--- config.mk ---
export PLATFORM = sky130hd
export DESIGN_NAME = fb_scanout
export DESIGN_NICKNAME = d
export VERILOG_FILES = /design/src/rtl/fb_scanout.sv
export SDC_FILE = /design/constraint.sdc
export NUM_CORES = 1
export LEC_CHECK = 0
export BUFFER_PORTS_ARGS = -buffer_cell sky130_fd_sc_hd__buf_4
export CAP_MARGIN = 10
export CELL_PAD_IN_SITES_DETAIL_PLACEMENT = 1
export CELL_PAD_IN_SITES_GLOBAL_PLACEMENT = 2
export CORE_ASPECT_RATIO = 0.75
export CORE_UTILIZATION = 28
export CTS_CLUSTER_SIZE = 10
export DETAILED_ROUTE_END_ITERATION = 10
export PLACE_DENSITY_LB_ADDON = 0.1
export SLEW_MARGIN = 10
export SYNTH_ARGS = -nofsm -noshare
export SYNTH_HDL_FRONTEND = slang
export SYNTH_SLANG_ARGS = --single-unit
--- constraint.sdc ---
create_clock -name clk -period 2.75 [get_ports clk]
set_clock_uncertainty 0.1 [all_clocks]
set_input_delay 0.4125 -clock clk [delete_from_list [all_inputs] [get_ports clk]]
set_output_delay 0.4125 -clock clk [all_outputs]
set_load 0.1 [all_outputs]
--- src/rtl/fb_scanout.sv ---
// Raster scan-out stage: generates display timing, prefetches one framebuffer
// word per visible pixel one slot ahead, and drives registered RGB/DE/sync pins.
module fb_scanout #(
  parameter int H_ACTIVE = 320,
  parameter int H_FP     = 16,
  parameter int H_SYNC   = 48,
  parameter int H_BP     = 16,
  parameter int V_ACTIVE = 320,
  parameter int V_FP     = 3,
  parameter int V_SYNC   = 2,
  parameter int V_BP     = 10,
  parameter int PIX_DIV  = 4
) (
  input  logic        clk,
  input  logic        rst,
  input  logic        enable,
  output logic [16:0] fb_address,
  output logic        fb_rw,
  output logic        fb_en,
  input  logic [23:0] fb_data,
  output logic        hsync,
  output logic        vsync,
  output logic        de,
  output logic [7:0]  r,
  output logic [7:0]  g,
  output logic [7:0]  b,
  output logic        frame_start
);

  localparam int H_TOTAL = H_ACTIVE + H_FP + H_SYNC + H_BP;
  localparam int V_TOTAL = V_ACTIVE + V_FP + V_SYNC + V_BP;
  localparam int HW = $clog2(H_TOTAL + 1);
  localparam int VW = $clog2(V_TOTAL + 1);
  localparam int PW = $clog2(PIX_DIV);

  localparam logic [HW-1:0] H_LAST = HW'(H_TOTAL - 1);
  localparam logic [HW-1:0] H_VIS  = HW'(H_ACTIVE);
  localparam logic [HW-1:0] HS_BEG = HW'(H_ACTIVE + H_FP);
  localparam logic [HW-1:0] HS_END = HW'(H_ACTIVE + H_FP + H_SYNC);
  localparam logic [VW-1:0] V_LAST = VW'(V_TOTAL - 1);
  localparam logic [VW-1:0] V_VIS  = VW'(V_ACTIVE);
  localparam logic [VW-1:0] VS_BEG = VW'(V_ACTIVE + V_FP);
  localparam logic [VW-1:0] VS_END = VW'(V_ACTIVE + V_FP + V_SYNC);
  localparam logic [PW-1:0] P_LAST = PW'(PIX_DIV - 1);
  localparam logic [PW-1:0] P_CAP  = PW'(2);
  localparam logic [16:0]   A_LAST = 17'(H_ACTIVE * V_ACTIVE - 1);

  localparam logic [0:0] S_IDLE = 1'b0;
  localparam logic [0:0] S_RUN  = 1'b1;

  logic [0:0]    r_state;
  logic [PW-1:0] r_phase;
  logic [HW-1:0] r_hcnt;
  logic [VW-1:0] r_vcnt;
  logic [16:0]   r_addr;
  logic          r_fetched;
  logic          r_fb_en;
  logic [23:0]   r_pref;
  logic          r_hsync, r_vsync, r_de, r_frame_start;
  logic [7:0]    r_r, r_g, r_b;

  // w_h1/w_v1: slot about to start; w_h2/w_v2: the slot after it (fetch target)
  logic [HW-1:0] w_h1, w_h2;
  logic [VW-1:0] w_v1, w_v2;
  logic          w_pwrap, w_frame_end, w_de1, w_fetch_nxt;
  logic [23:0]   w_pix;

  assign w_h1 = (r_hcnt == H_LAST) ? '0 : r_hcnt + 1'b1;
  assign w_v1 = (r_hcnt != H_LAST) ? r_vcnt : ((r_vcnt == V_LAST) ? '0 : r_vcnt + 1'b1);
  assign w_h2 = (w_h1 == H_LAST) ? '0 : w_h1 + 1'b1;
  assign w_v2 = (w_h1 != H_LAST) ? w_v1 : ((w_v1 == V_LAST) ? '0 : w_v1 + 1'b1);

  assign w_pwrap     = (r_phase == P_LAST);
  assign w_frame_end = w_pwrap && (r_hcnt == H_LAST) && (r_vcnt == V_LAST);
  assign w_de1       = (w_h1 < H_VIS) && (w_v1 < V_VIS);
  assign w_fetch_nxt = (w_h2 < H_VIS) && (w_v2 < V_VIS);
  // With PIX_DIV=3 the capture edge is also the slot edge, so bypass the register
  assign w_pix       = (r_phase == P_CAP && r_fetched) ? fb_data : r_pref;

  always_ff @(posedge clk) begin
    if (rst) begin
      r_state       <= S_IDLE;
      r_phase       <= '0;
      r_hcnt        <= '0;
      r_vcnt        <= '0;
      r_addr        <= '0;
      r_fetched     <= 1'b0;
      r_fb_en       <= 1'b0;
      r_pref        <= '0;
      r_hsync       <= 1'b1;
      r_vsync       <= 1'b1;
      r_de          <= 1'b0;
      r_r           <= '0;
      r_g           <= '0;
      r_b           <= '0;
      r_frame_start <= 1'b0;
    end else begin
      case (r_state)
        S_IDLE: begin
          if (enable) begin
            r_state   <= S_RUN;
            r_phase   <= '0;
            r_hcnt    <= H_LAST;
            r_vcnt    <= V_LAST;
            r_addr    <= '0;
            r_fb_en   <= 1'b1;
            r_fetched <= 1'b1;
          end
        end
        S_RUN: begin
          r_frame_start <= 1'b0;
          r_fb_en       <= 1'b0;
          r_phase       <= w_pwrap ? '0 : r_phase + 1'b1;
          if (r_phase == P_CAP && r_fetched)
            r_pref <= fb_data;
          if (w_frame_end && !enable) begin
            r_state   <= S_IDLE;
            r_hcnt    <= '0;
            r_vcnt    <= '0;
            r_addr    <= '0;
            r_fetched <= 1'b0;
            r_hsync   <= 1'b1;
            r_vsync   <= 1'b1;
            r_de      <= 1'b0;
            r_r       <= '0;
            r_g       <= '0;
            r_b       <= '0;
          end else if (w_pwrap) begin
            r_hcnt        <= w_h1;
            r_vcnt        <= w_v1;
            r_de          <= w_de1;
            r_r           <= w_de1 ? w_pix[7:0]   : 8'd0;
            r_g           <= w_de1 ? w_pix[15:8]  : 8'd0;
            r_b           <= w_de1 ? w_pix[23:16] : 8'd0;
            r_hsync       <= !((w_h1 >= HS_BEG) && (w_h1 < HS_END));
            r_vsync       <= !((w_v1 >= VS_BEG) && (w_v1 < VS_END));
            r_frame_start <= (w_h1 == '0) && (w_v1 == '0);
            r_fb_en       <= w_fetch_nxt;
            r_fetched     <= w_fetch_nxt;
            if (r_fetched)
              r_addr <= (r_addr == A_LAST) ? 17'd0 : r_addr + 17'd1;
          end
        end
        default: r_state <= S_IDLE;
      endcase
    end
  end

  assign fb_address  = r_addr;
  assign fb_rw       = 1'b0;
  assign fb_en       = r_fb_en;
  assign hsync       = r_hsync;
  assign vsync       = r_vsync;
  assign de          = r_de;
  assign r           = r_r;
  assign g           = r_g;
  assign b           = r_b;
  assign frame_start = r_frame_start;

endmodule

=== After elaboration in Yosys (flattened, before gate mapping) ===
Index checks and enable logic that the tools add are counted.

* Register bits after elaboration: 92
* Word-level logic and storage cells: 111
* Bits of input ports: 27
* Output and inout bits: 47

* Add/subtract/negate cells: 6
* Equal/unequal tests: 12
* Mux-type cells: 51
* Bitwise operators: 1
* Reduce and logical (&&, ||, !) cells: 18
* $lt $le $gt $ge: 8

{| class="wikitable"
|+ Operators by type and width
! operator !! count
|-
| two-way mux 9 bit || 12
|-
| two-way mux 17 bit || 5
|-
| two-way mux 8 bit || 9
|-
| < comparator 9 bit (second input constant) || 6
|-
| adder 9 x 1 -> 9 bit (second input constant) || 4
|-
| equality test 9 bit (second input constant) || 4
|-
| case mux 9 bit (2 select lines) || 2
|-
| case mux 17 bit (2 select lines) || 1
|-
| two-way mux 24 bit || 1
|-
| greater-or-equal comparator 9 bit (second input constant) || 2
|-
| logical NOT 9 bit || 2
|-
| inequality test 9 bit (second input constant) || 2
|-
| adder 17 x 1 -> 17 bit (second input constant) || 1
|-
| equality test 17 bit (second input constant) || 1
|-
| two-way mux 1 bit || 15
|-
| logical AND 1 bit || 9
|-
| inequality test 3 x 1 -> 1 bit (second input constant) || 2
|-
| case mux 1 bit (2 select lines) || 3
|-
| equality test 2 bit (second input constant) || 2
|-
| two-way mux 2 bit || 2
|-
| case mux 2 bit (2 select lines) || 1
|-
| AND reduction 2 bit || 2
|-
| logical NOT 1 bit || 3
|-
| AND reduction 3 bit || 1
|-
| other kinds (4) || 4
|}

=== Longest topological paths before layout ===
Gate-level depths: netlist (run 1).

* Depth in word-level cells: 11
* Depth in mapped cells: 11
* Gate-level depth less buffers: 9

=== Worst setup path after synthesis (run 1) ===
Ideal clock, no wire load.

* Path type: register to register
* Start point: reg r_hcnt[4]
* End point: reg r_addr[7] (netlist: fb_address[7])
* Path slack: 36 ps
* Clock period less this slack: 2,714 ps
* Stages on the path, launching flop included: 10
* Arrival time: 2,494 ps
* Cells stage by stage: dfxtp_1 > or4b_1 > buf_2 > or4_4 > o211ai_2 > and2_1 > buf_4 > a21o_4 > a21oi_1 > a211o_1

* Word-level cells in the longest chain between the ends: 6

{| class="wikitable"
|+ Ends and longest elaborated chain
! what !! RTL line !! text
|-
| from (decl) || 53 || <nowiki>logic [HW-1:0] r_hcnt;</nowiki>
|-
| from (signal assigned) || 129 || <nowiki>r_hcnt <= w_h1;</nowiki>
|-
| equality test 9 bit * || 74 || <nowiki>assign w_frame_end = w_pwrap && (r_hcnt == H_LAST) && (r_vcnt == V_LAST);</nowiki>
|-
| logical AND 1 bit * (2 in series) || 74 ||
|-
| logical AND 1 bit * || 116 || <nowiki>if (w_frame_end && !enable) begin</nowiki>
|-
| inequality test 3 x 1 -> 1 bit (no line) / two-way mux 17 bit (equally long branches) || - ||
|-
| AND reduction 3 bit (no line) / case mux 17 bit (2 select lines) (equally long branches) || - ||
|-
| to (signal assigned) || 141 || <nowiki>r_addr <= (r_addr == A_LAST) ? 17'd0 : r_addr + 17'd1;</nowiki>
|-
| to (decl) || 55 || <nowiki>logic [16:0] r_addr;</nowiki>
|}

Every way passes the cells marked *; elsewhere a longest branch is shown, timed or not.
A chain may end at the register's enable or synchronous reset.

=== Final worst setup path (run 1) ===
* Start point: reg r_hcnt[4]
* End point: reg r_r[4] (netlist: r[4])

* Word-level cells in the longest chain between the ends: 7

{| class="wikitable"
|+ Ends and longest elaborated chain
! what !! RTL line !! text
|-
| adder 9 x 1 -> 9 bit, or another cell as far along || 68 || <nowiki>assign w_h1 = (r_hcnt == H_LAST) ? '0 : r_hcnt + 1'b1;</nowiki>
|-
| two-way mux 9 bit (on tied branches) || 68, 69 ||
|-
| < comparator 9 bit || 75 || <nowiki>assign w_de1 = (w_h1 < H_VIS) && (w_v1 < V_VIS);</nowiki>
|-
| logical AND 1 bit || 75 ||
|-
| two-way mux 8 bit || 132 || <nowiki>r_r <= w_de1 ? w_pix[7:0] : 8'd0;</nowiki>
|-
| two-way mux 8 bit || 128 || <nowiki>end else if (w_pwrap) begin</nowiki>
|-
| two-way mux 8 bit || 116 ||
|-
| to (signal assigned) || 132 ||
|-
| to (decl) || 60 || <nowiki>logic [7:0] r_r, r_g, r_b;</nowiki>
|}

Parallel ways exist; a longest one is shown, timed or not. The select of a mux whose other input is x is not followed.

==> run summary, run 1 <==
### Run status
- run status: finished, final reports clean

### Global routing
- number of global-route vias before repair: 4812
- met2 usage: 30.3%
- global-route wire length before repair: 26100 um
- GRT busiest layer: met2
- met3 usage: 3.90%
- GR Util All Layers: 19.1%
- largest net degree at the start of global routing: 33
- antenna violations before repair: 0
- overflow left after global routing: 0
- met1 track demand over resource: 26.3%

### Critical path
- cell type of the slowest stage on the worst timing path: or4b_4
- crit path launch type: register
- buffers and inverters on the worst path: 3
- family of cells with the greatest summed delay on the critical path: simple AND/OR/NAND/NOR gates
- worst reg2reg startpoint: r_hcnt[4]$_SDFFE_PP0P_
- Critical Path Sink Type: register
- count of cell instances traversed by the critical path: 10
- arrival time reported for the critical path endpoint: 2810 ps
- Cell Chain, Critical Path: or4b_4 -> buf_8 -> or4_4 -> o21ai_4 -> nor2_2 -> o211ai_4 -> buf_12 -> buf_16 -> a2bb2oi_1 -> nor2_1
- worst flop-to-flop path endpoint: r[4]$_SDFFE_PP0P_
- depth of the most critical reg-to-reg path: 10
- critical path required time: 2880 ps
- register-to-register setup slack: 80 ps
- CP peak stage delay: 550 ps
- Max Fanout on Critical Path: 12
- Worst Path Class, Setup: register to register

### Clocking
- number of H-tree branching levels: 3
- Clock Sink Count: 92
- hold buffers post-CTS: 0
- latest clock arrival within the worst-skew pair: 350 ps
- CTS buffer count: 9
- clock tree from TritonCTS: done
- root cell of the clock tree: clkbuf_16
- clk buf depth: 2
- CTS clock-pin slew for the worst setup and hold paths: 70 ps

### Drt
- antenna-violating nets left: 0
- number of vias after detailed routing: 4776
- Via-to-Cell Ratio: 5.24
- routed length per instance: 17.8 um
- number of remaining DRC errors: 0
- detailed-router iteration count before antenna repair: 4
- drt total wl: 16200 um
- number of design-rule violations left by the first detailed-router iteration: 179

### Worst hold path
- worst hold path endpoint: r_pref[19]$_SDFFE_PP0P_
- Hold Path Cell Cnt: 3
- startpoint of the most critical hold path: fb_data[19]
- worst min-delay path class: input pin to register

### Power and ir drop
- LEAKAGE: 2.48 nW
- total power per unit cell area: 471 nW/um2
- maximum vdd ir drop: 0.253 mV

### Finish
- Final Core Density: 39.8%
- commonest non-fill, non-tap cell in the layout: buf_4
- Antenna diodes: 0
- NumNets Final: 729
- layout overhead on the synthesized area: 37.0%
- proportion of layout cells with a drive suffix above 1: 28.8%
- commonest non-fill, non-tap cells in the layout: buf_4, dfxtp_1, nand2_1

### Timing
- final worst setup slack: 76.6 ps
- final slew viol count: 0
- Setup violations, final: 0
- relative max-transition margin: 50.1%
- number of hold violations in the final report: 0
- Final Critical Period: 2670 ps
- fraction of the cycle the final worst path needs: 97.2%
- Fmax: 374 MHz
- slew at the pin closest to its max-slew limit: 746 ps

### Synthesis
- instance count of the mapped netlist: 580
- most used flip-flop cell after synthesis: dfxtp_1
- total number of yosys warnings: 0
- netlist area before placement: 4710 um2
- sequential fraction of the synthesis area: 39.1%
- share of flip-flops with an asynchronous set or reset: 0%
- top post-synthesis cells by area: dfxtp_1, nor2_1, nand2_1, a21oi_1, mux2i_1
- largest area contributor in the synthesized netlist: dfxtp_1
- Mean Syn Cell Area: 8.13 um2
- count of flip-flops with a built-in enable after synthesis: 0
- Distinct cells, synth: 64
- net count of the mapped netlist: 613
- top cell type's share of synthesized area: 39.1%
- number of synthesized register bits: 92

### Placed design
- worst setup timing slack at the placement stage: -108 ps
- placed wire-length estimate: 11300 um
- PortBufs: 72
- final weighted congestion in routability-driven placement: 0.895

### Run
- number of maximum-capacitance violations: 0

### Floorplan
- Die Area: 17400 um2
- number of core rows: 40
- die boundary width: 152 um
- top-level I/O count: 74
- starting density of the core: 29.1%
- area of the core: 16200 um2
- die height: 114 um

==> final cells by class <==
cell class,count,area [um2]
fillers,1936,9760
multi-input cells,438,2850
flip-flops and latches,92,1840
repair buffers,144,1170
clock buffers,12,267
well taps,210,263
inverters,11,41.3
clock inverters,4,30.0
==> per-layer routing <==
layer,share of wire [%],vias up,wire [um]
li1,-,2333,-
met1,50,2335,8060
met2,45,91,7350
met3,3.6,17,580
met4,1.4,0,220
met5,0,-,0
==> metrics by stage <==
stage	cell area [um2]	std cells	hold WS, ps	setup TNS, ps	power, mW
final	6460	911	210	0	3.04
after detailed placement	5860	887	349	-723	1.77
after global placement	5860	887	340	-3.61	1.76
after CTS	6310	910	199	0	3.06
after floorplan	4710	580	337	0	1.63
after global routing	6460	911	221	-29.3	3.18
==> timing repair <==
action | CTS | global route
endpoints found under the setup margin | 43 | 47
setup buffers | 5 | 1
pin swaps | 3 | 7
resized for setup | 12 | 28
gates cloned | 2 | 0
==> worst max path at each step <==
stage,from,to
global route,r_hcnt[4]$_SDFFE_PP0P_,r[4]$_SDFFE_PP0P_
floorplan,r_hcnt[4]$_SDFFE_PP0P_,fb_address[7]$_SDFFE_PP0P_
CTS,r_hcnt[4]$_SDFFE_PP0P_,fb_address[7]$_SDFFE_PP0P_
detailed placement,r_hcnt[4]$_SDFFE_PP0P_,r[1]$_SDFFE_PP0P_
finish,r_hcnt[4]$_SDFFE_PP0P_,r[4]$_SDFFE_PP0P_
global placement,r_hcnt[0]$_SDFFE_PP0P_,fb_en$_SDFFE_PP0P_
==> kinds of logic after synthesis <==
group | synth area share (%)
multiplexers | 3.40
AND/OR/NAND/NOR | 24.5
other | 0.0795
flip-flops | 39.1
buffers and inverters | 4.25
XOR/XNOR | 4.27
AO/OA/AOI/OAI | 22.8
adder cells (fa/ha/maj) | 1.59
==> state kept, by name (all words and copies together) (netlist names) <==
name / count
r_vcnt: 9
r_fetched: 1
vsync: 1
r_state: 1
de: 1
fb_en: 1
r_pref: 24
r: 8
r_phase: 2
frame_start: 1
b: 8
r_hcnt: 9
hsync: 1
fb_address: 17
g: 8
==> power breakdown <==
group | total (mW) | leakage [nW] | internal [mW] | switching (mW)
Sequential | 1.40 | 0.749 | 1.37 | 0.0329
Combinational | 0.368 | 1.58 | 0.156 | 0.212
Clock | 1.27 | 0.146 | 0.694 | 0.577
Total | 3.04 | 2.48 | 2.22 | 0.822
==> worst min-delay path, cell delays in order <==
cell and delay (ps):
buf_4 110, nand2_1 50, a21oi_1 50
==> cell usage after synthesis, drive strengths merged (6+ instances only) <==
| master | count |
|---|---|
| and3 | 8 |
| buf | 9 |
| xor2 | 12 |
| clkbuf | 30 |
| nand3 | 18 |
| nand4 | 12 |
| nand2 | 72 |
| nor4 | 8 |
| ha | 6 |
| nor3 | 10 |
| a21o | 13 |
| o21ai | 22 |
| a2bb2oi | 15 |
| a211oi | 19 |
| nor2 | 74 |
| a21oi | 44 |
| xnor2 | 11 |
| mux2i | 16 |
| and4 | 6 |
| dfxtp | 92 |
| inv | 10 |
(Power assumes the default switching activity.)
==> run 2: changes to the inputs <==
==> constraint.sdc (replaced) <==
create_clock -name clk -period 2.2 [get_ports clk]
set_clock_uncertainty 0.1 [all_clocks]
set_input_delay 0.33 -clock clk [delete_from_list [all_inputs] [get_ports clk]]
set_output_delay 0.33 -clock clk [all_outputs]
set_load 0.1 [all_outputs]
==> run summary, run 2 (synthesized netlist as in run 1, its figures left out) <==
### Run status
- run status: finished with violations
- violated checks: setup timing

### Run
- number of maximum-capacitance violations: 0

### Floorplan
- die boundary width: 152 um
- top-level I/O count: 74
- die height: 114 um
- number of core rows: 40
- Die Area: 17400 um2
- starting density of the core: 29.1%
- area of the core: 16200 um2

### Timing
- Final Critical Period: 2660 ps
- Setup violations, final: 52
- relative max-transition margin: 50.0%
- final slew viol count: 0
- Setup TNS: -18880 ps
- RSZ-0062 raised after global routing: yes
- Fmax: 376 MHz
- final worst setup slack: -459 ps
- slew at the pin closest to its max-slew limit: 748 ps
- number of hold violations in the final report: 0
- fraction of the cycle the final worst path needs: 121%

### Finish
- commonest non-fill, non-tap cells in the layout: buf_4, dfxtp_1, nand2_1, nor2_1, a21oi_1
- commonest non-fill, non-tap cell in the layout: buf_4
- layout overhead on the synthesized area: 51.0%
- fin cells: 955
- largest reg by FF count: r_pref
- Antenna diodes: 0
- NumNets Final: 774
- area of all placed cells without fillers: 7120 um2
- proportion of layout cells with a drive suffix above 1: 38.4%
- number of flip-flops under the largest register name: 24

### Drt
- number of design-rule violations left by the first detailed-router iteration: 213
- Via-to-Cell Ratio: 5.26
- drt total wl: 18200 um
- routed length per instance: 19.1 um
- antenna-violating nets left: 0
- number of vias after detailed routing: 5025
- detailed-router iteration count before antenna repair: 5
- number of remaining DRC errors: 0

### Global routing
- GR Util All Layers: 21.3%
- number of global-route vias before repair: 5193
- overflow left after global routing: 0
- largest net degree at the start of global routing: 35
- antenna violations before repair: 0
- global-route wire length before repair: 28900 um

### Clocking
- root cell of the clock tree: clkbuf_16
- clock tree from TritonCTS: done
- latest clock arrival within the worst-skew pair: 350 ps
- clk buf depth: 2
- CTS clock-pin slew for the worst setup and hold paths: 70 ps
- CTS buffer count: 9
- Clock Sink Count: 92
- number of H-tree branching levels: 3
- hold buffers post-CTS: 0

### Placed design
- PortBufs: 72
- Placed Area: 6170 um2
- Cells after DPL: 926
- placed wire-length estimate: 12600 um
- final weighted congestion in routability-driven placement: 0.872

### Critical path
- arrival time reported for the critical path endpoint: 2780 ps
- count of cell instances traversed by the critical path: 9
- family of cells with the greatest summed delay on the critical path: simple AND/OR/NAND/NOR gates
- Worst Path Class, Setup: register to register
- CP most frequent cell: buf_12
- critical path required time: 2320 ps
- crit path launch type: register
- depth of the most critical reg-to-reg path: 9
- CP peak stage delay: 600 ps
- Max Fanout on Critical Path: 7
- Critical Path Sink Type: register
- buffers and inverters on the worst path: 2
- cell type of the slowest stage on the worst timing path: or4b_4
- Cell Chain, Critical Path: or4b_4 -> or4_4 -> o21ai_4 -> nor2_2 -> o211ai_4 -> buf_12 -> buf_12 -> a2bb2oi_4 -> nor2_1

### Worst hold path
- worst min-delay path class: input pin to register
- Hold Path Cell Cnt: 3

### Power and ir drop
- maximum vdd ir drop: 0.332 mV
- LEAKAGE: 2.75 nW
- total power per unit cell area: 565 nW/um2

run 2: per-layer routing:
metal | part of all wire, % | track usage [%] | up-vias
li1 | - | - | 2419
met1 | 49 | 29.3 | 2480
met2 | 46 | 34.1 | 111
met3 | 4.0 | 4.16 | 15
met4 | 1.1 | 5.67 | 0
met5 | 0 | 0 | -
run 2: layout make-up:
class | instances | area [um2]
fill | 1898 | 9100
timing repair buffer | 189 | 1540
inverter | 11 | 41.3
sequential | 92 | 1850
clock inverter | 5 | 85.1
multi-input combinational | 438 | 3100
clock buffer | 10 | 239
tap | 210 | 263
run 2: per-stage QoR:
stage / power [mW] / util (%) / hold slack (ps) / setup slack (ps)
6_report: 4.02 / 43.9 / 140 / -459
5_1_grt: 4.18 / 43.9 / 136 / -534
4_1_cts: 4.06 / 42.9 / 127 / -419
3_5_place_dp: 2.26 / 38.1 / 349 / -722
3_3_place_gp: 2.24 / 38.1 / 342 / -594
2_1_floorplan: 2.05 / - / 337 / -415
run 2: power by group:
part	internal (mW)	leakage [nW]	switching [mW]
sequential	1.71	0.751	0.0350
clock	1.03	0.155	0.699
combinational	0.245	1.85	0.305
total	2.98	2.75	1.04
run 2: repair_timing:
item                                    CTS  global route
resized for setup                        68            31
setup buffers                            11             2
endpoints found under the setup margin   57            56
pin swaps                                28            14
gates cloned                              2             0
run 2: worst paths after layout:
check / startpoint / to / slack, ps
max: r_hcnt[6]$_SDFFE_PP0P_ / g[4]$_SDFFE_PP0P_ / -460
min: fb_data[20] / r_pref[20]$_SDFFE_PP0P_ / 140
max reg2reg: r_hcnt[6]$_SDFFE_PP0P_ / g[4]$_SDFFE_PP0P_ / -460
min reg2reg: b[5]$_SDFFE_PP0P_ / b[5]$_SDFFE_PP0P_ / 360
run 2: worst min-delay path: cells and delay by family:
kind	cells	cell delay [ps]
buffers and inverters	1	110
AND/OR/NAND/NOR	1	50
AO/OA/AOI/OAI	1	50
